[config.mk]
export PLATFORM = sky130hd
export DESIGN_NAME = boot_loader
export DESIGN_NICKNAME = d
export VERILOG_FILES = /design/src/rtl/boot_loader.sv
export SDC_FILE = /design/constraint.sdc
export NUM_CORES = 1
export LEC_CHECK = 0
export CORE_MARGIN = 1
export CORE_UTILIZATION = 25
export CTS_CLUSTER_SIZE = 16
export DETAILED_ROUTE_END_ITERATION = 10
export PLACE_DENSITY = 0.55
export SYNTH_ARGS = -nofsm -noshare
export SYNTH_HDL_FRONTEND = slang
export SYNTH_SLANG_ARGS = --single-unit
export TNS_END_PERCENT = 30
[constraint.sdc]
create_clock -name romclk -period 2.8 [get_ports romclk]
set_clock_uncertainty 0.1 [all_clocks]
set_input_delay 0.42 -clock romclk [delete_from_list [all_inputs] [get_ports romclk]]
set_output_delay 0.42 -clock romclk [all_outputs]
set_load 0.03 [all_outputs]
[src/rtl/boot_loader.sv]
`default_nettype none
// ============================================================================
// boot_loader : copies the boot ROM into main memory with a running XOR
//               checksum, holding the CPU in reset until the copy completes.
// Revision    : 1.0  initial release
// ============================================================================
module boot_loader #(
  parameter int ROM_WORDS = 8,
  parameter int AW        = 12,
  parameter int DEST_BASE = 0
) (
  input  logic          romclk,
  input  logic          rst,
  input  logic          reboot,
  output logic          rom_cs,
  output logic          rom_we,
  output logic [2:0]    rom_addr,
  input  logic [15:0]   rom_dout,
  output logic          mem_req,
  output logic          mem_we,
  output logic [AW-1:0] mem_addr,
  output logic [15:0]   mem_wdata,
  input  logic          mem_ack,
  output logic          cpu_hold,
  output logic          done,
  output logic [15:0]   csum
);

  typedef enum logic [2:0] {
    S_IDLE = 3'd0,
    S_RD   = 3'd1,
    S_CAP  = 3'd2,
    S_WR   = 3'd3,
    S_DONE = 3'd4
  } state_t;

  localparam logic [2:0]    c_last = 3'(ROM_WORDS - 1);
  localparam logic [AW-1:0] c_base = AW'(DEST_BASE);

  state_t        r_state;
  logic [2:0]    r_idx;
  logic          r_rom_cs;
  logic [2:0]    r_rom_addr;
  logic          r_mem_req;
  logic [AW-1:0] r_mem_addr;
  logic [15:0]   r_mem_wdata;
  logic          r_cpu_hold;
  logic          r_done;
  logic [15:0]   r_csum;

  always_ff @(posedge romclk or posedge rst) begin
    if (rst) begin
      r_state     <= S_IDLE;
      r_idx       <= 3'd0;
      r_rom_cs    <= 1'b0;
      r_rom_addr  <= 3'd0;
      r_mem_req   <= 1'b0;
      r_mem_addr  <= '0;
      r_mem_wdata <= 16'h0000;
      r_cpu_hold  <= 1'b1;
      r_done      <= 1'b0;
      r_csum      <= 16'h0000;
    end else begin
      case (r_state)
        S_IDLE: r_state <= S_RD;
        S_RD: begin
          r_rom_cs   <= 1'b1;
          r_rom_addr <= r_idx;
          r_state    <= S_CAP;
        end
        S_CAP: begin
          r_mem_wdata <= rom_dout;
          r_csum      <= r_csum ^ rom_dout;
          r_rom_cs    <= 1'b0;
          r_mem_req   <= 1'b1;
          r_mem_addr  <= c_base + AW'(r_idx);
          r_state     <= S_WR;
        end
        S_WR: begin
          // Request, address and data stay frozen until the ack edge.
          if (mem_ack) begin
            r_mem_req <= 1'b0;
            if (r_idx == c_last) begin
              r_state <= S_DONE;
            end else begin
              r_idx   <= r_idx + 3'd1;
              r_state <= S_RD;
            end
          end
        end
        S_DONE: begin
          if (reboot) begin
            r_state    <= S_IDLE;
            r_idx      <= 3'd0;
            r_cpu_hold <= 1'b1;
            r_done     <= 1'b0;
            r_csum     <= 16'h0000;
          end else begin
            r_cpu_hold <= 1'b0;
            r_done     <= 1'b1;
          end
        end
        default: r_state <= S_IDLE;
      endcase
    end
  end

  assign rom_cs    = r_rom_cs;
  assign rom_we    = 1'b0;
  assign rom_addr  = r_rom_addr;
  assign mem_req   = r_mem_req;
  assign mem_we    = r_mem_req;
  assign mem_addr  = r_mem_addr;
  assign mem_wdata = r_mem_wdata;
  assign cpu_hold  = r_cpu_hold;
  assign done      = r_done;
  assign csum      = r_csum;

endmodule
`default_nettype wire

==> results.yml <==
status:
  run_status: "finished clean"
final_layout:
  final_nets: 258
  drive_gt1_share_pct: 24.1
  layout_common_cells: "clkdlybuf4s50_1 (62), dfrtp_1 (47), mux2_2 (23)"
  final_cell_area_mm2: 0.00301
  diodes: 0
  layout_commonest_cell: "clkdlybuf4s50_1"
  utilization_pct: 34.5
  syn2layout_area_growth_pct: 33.8
  num-fill-cells: 888
sta:
  slew_headroom_pct: 56.4
  min_period_over_period_pct: 71.9
  drv_slew: 0
  setup_viol: 0
  hold_violations: 0
  worstMarginPinSlew_ns: 0.655
  fin_tns_setup_ns: 0
  fin_crit_ns: 2.01
  setup_ws_ns: 0.786
  fmax_ghz: 0.497
  grt_setup_unrepaired: "false"
clocking:
  clk_latency_ns: 0.30
  cts.sinks: 48
  cts_max_level: 2
  cts_tree: "yes"
  cts.repair.resized: 0
  clk_pin_slew_ns: 0.09
  clockBufferDepth: 2
  hold_buffers: 0
  cts_setup_buffers: 0
  clock-root-buffer: "clkbuf_8"
  cts_buffers: 5
die:
  die-width_um: 96.9
  rows: 34
  fp.coreArea_mm2: 0.00872
  fp.dieH_um: 96.9
  dieArea_mm2: 0.00938
  start_util_pct: 25.8
  ios: 73
critical_path:
  crit_fanout: 2
  crit_arrival_ns: 1.49
  cp_top_family: "buffers and inverters"
  cp_num_buf_inv: 1
  critPathLaunchType: "register"
  crit_type: "register to primary output"
  crit_required_ns: 2.28
  cpMaxStageDelayCell: "clkdlybuf4s50_1"
  crit_chain: "clkdlybuf4s50_1"
  cp-end-kind: "primary output"
  slowest_delay_ns: 0.66
placed_design:
  io_buffers: 62
  postPlaceCellArea_mm2: 0.00292
  place_ws_ns: 0.858
  routabilityCongestion: 0.710
  dp_hpwl_um: 3400
power:
  power_density_mw_per_mm2: 1290
  report.power.total_uw: 3890
  worst_ir_drop_vdd_mv: 0.461
  power.leakage_uw: 0.00123
grt:
  grt_remaining_overflow: 0
  grt_antenna_before_repair: 0
  grt_util_all_layers_pct: 11.2
  grt_pass1_wl_um: 8290
  grt_start_max_net_pins: 26
  grt_pass1_vias: 1543
yosys:
  synthArstFlopShare_pct: 100
  synth_largest_area_cell: "dfrtp_1"
  netlist.area_leader.share_pct: 52.3
  avgSynthCellArea_um2: 12.9
  synth_cell_types: 30
  synth_area_leaders: "dfrtp_1 (52%), mux2_2 (12%), and4bb_2 (8.9%)"
  syn_inst: 174
  synth-seq-cells: 48
  ys_warn_count: 0
  synth_edf_count: 0
  synthFlopType: "dfrtp_1"
  synthesis.area_mm2: 0.00225
  ys_seq_area_share_pct: 53.4
detailed_routing:
  vias: 1472
  drc_errors: 0
  wirelength_um: 4920
  dr.pass1.iters: 4
  viasPerCell: 4.27
  wl_per_cell_um: 14.2
  antenna_left: 0
  drtIter0Drc: 28
hold_path:
  worstHoldPathType: "input pin to asynchronous set/reset pin"
job:
  maxCapViolCount: 0
-- where the power goes --
group,switching (uW),internal (uW),total (uW)
clock network,230,202,432
logic,1110,1030,2140
registers,272,1050,1320
total,1610,2280,3890
-- stage by stage --
step | hold WS [ns] | instances
2_1_floorplan | 0.388 | 183
3_3_place_gp | 0.379 | 337
3_5_place_dp | 0.383 | 337
4_1_cts | 0.292 | 345
5_1_grt | 0.310 | 345
6_report | 0.283 | 345
-- per-layer routing --
metal  track usage, %  vias to the layer above  share of wire [%]
met5                0                        -                  0
met4             3.44                        0                1.0
met3             3.61                        7                6.4
met2             16.6                       57                 44
met1             15.6                      710                 49
li1                 -                      698                  -
-- cell usage after synthesis, drive strengths merged (2+ instances only) --
master,number
and4bb,17
a21o,2
xnor2,16
mux2,24
buf,16
nor3,2
nand2,7
dfrtp,47
o21ai,2
nor2b,3
clkbuf,5
nand2b,2
a21oi,2
ha,2
nor2,20
-- state kept, by name, indices dropped and copies added, names as in the netlist, 3 cells and up --
name       flops
csum          16
mem_wdata     16
mem_addr       3
r_idx          3
r_state        3
rom_addr       3
-- kinds of logic (layout without fill, tap and decap cells) --
family / Yosys count / after routing / synth area share [%]
buf+inv: 22 / 76 / 7.12
fa+ha+maj: 2 / 2 / 1.11
other cells: 1 / 10 / 0.167
xor+xnor: 16 / 16 / 6.23
compound gates: 6 / 6 / 1.56
simple gates: 54 / 54 / 17.7
flops: 48 / 48 / 53.4
mux: 25 / 25 / 12.6
-- layout make-up --
class,count,area [um2],area share [%]
clock buffers,8,90.1,2.99
inverters,1,3.75,0.125
multi-input cells,113,921,30.6
flip-flops and latches,48,1200,39.9
well taps,108,135,4.49
repair buffers,67,658,21.9
-- path summary, 6_finish.rpt --
kind,slack [ns],startpoint,to,cells past startpoint
min in group romclk,0.40,done$_DFFE_PP0N_,done$_DFFE_PP0N_,2
max in group asynchronous,1.69,rst,cpu_hold$_DFFE_PP1N_,3
hold reg to reg,0.40,done$_DFFE_PP0N_,done$_DFFE_PP0N_,2
setup reg to reg,0.99,r_state[0]$_DFFE_PP0P_,mem_wdata[15]$_DFFE_PP0P_,3
hold / removal,0.28,rst,mem_wdata[0]$_DFFE_PP0P_,2
setup / recovery,0.79,cpu_hold$_DFFE_PP1N_,cpu_hold,1
Power figures use the tool's default switching activity.
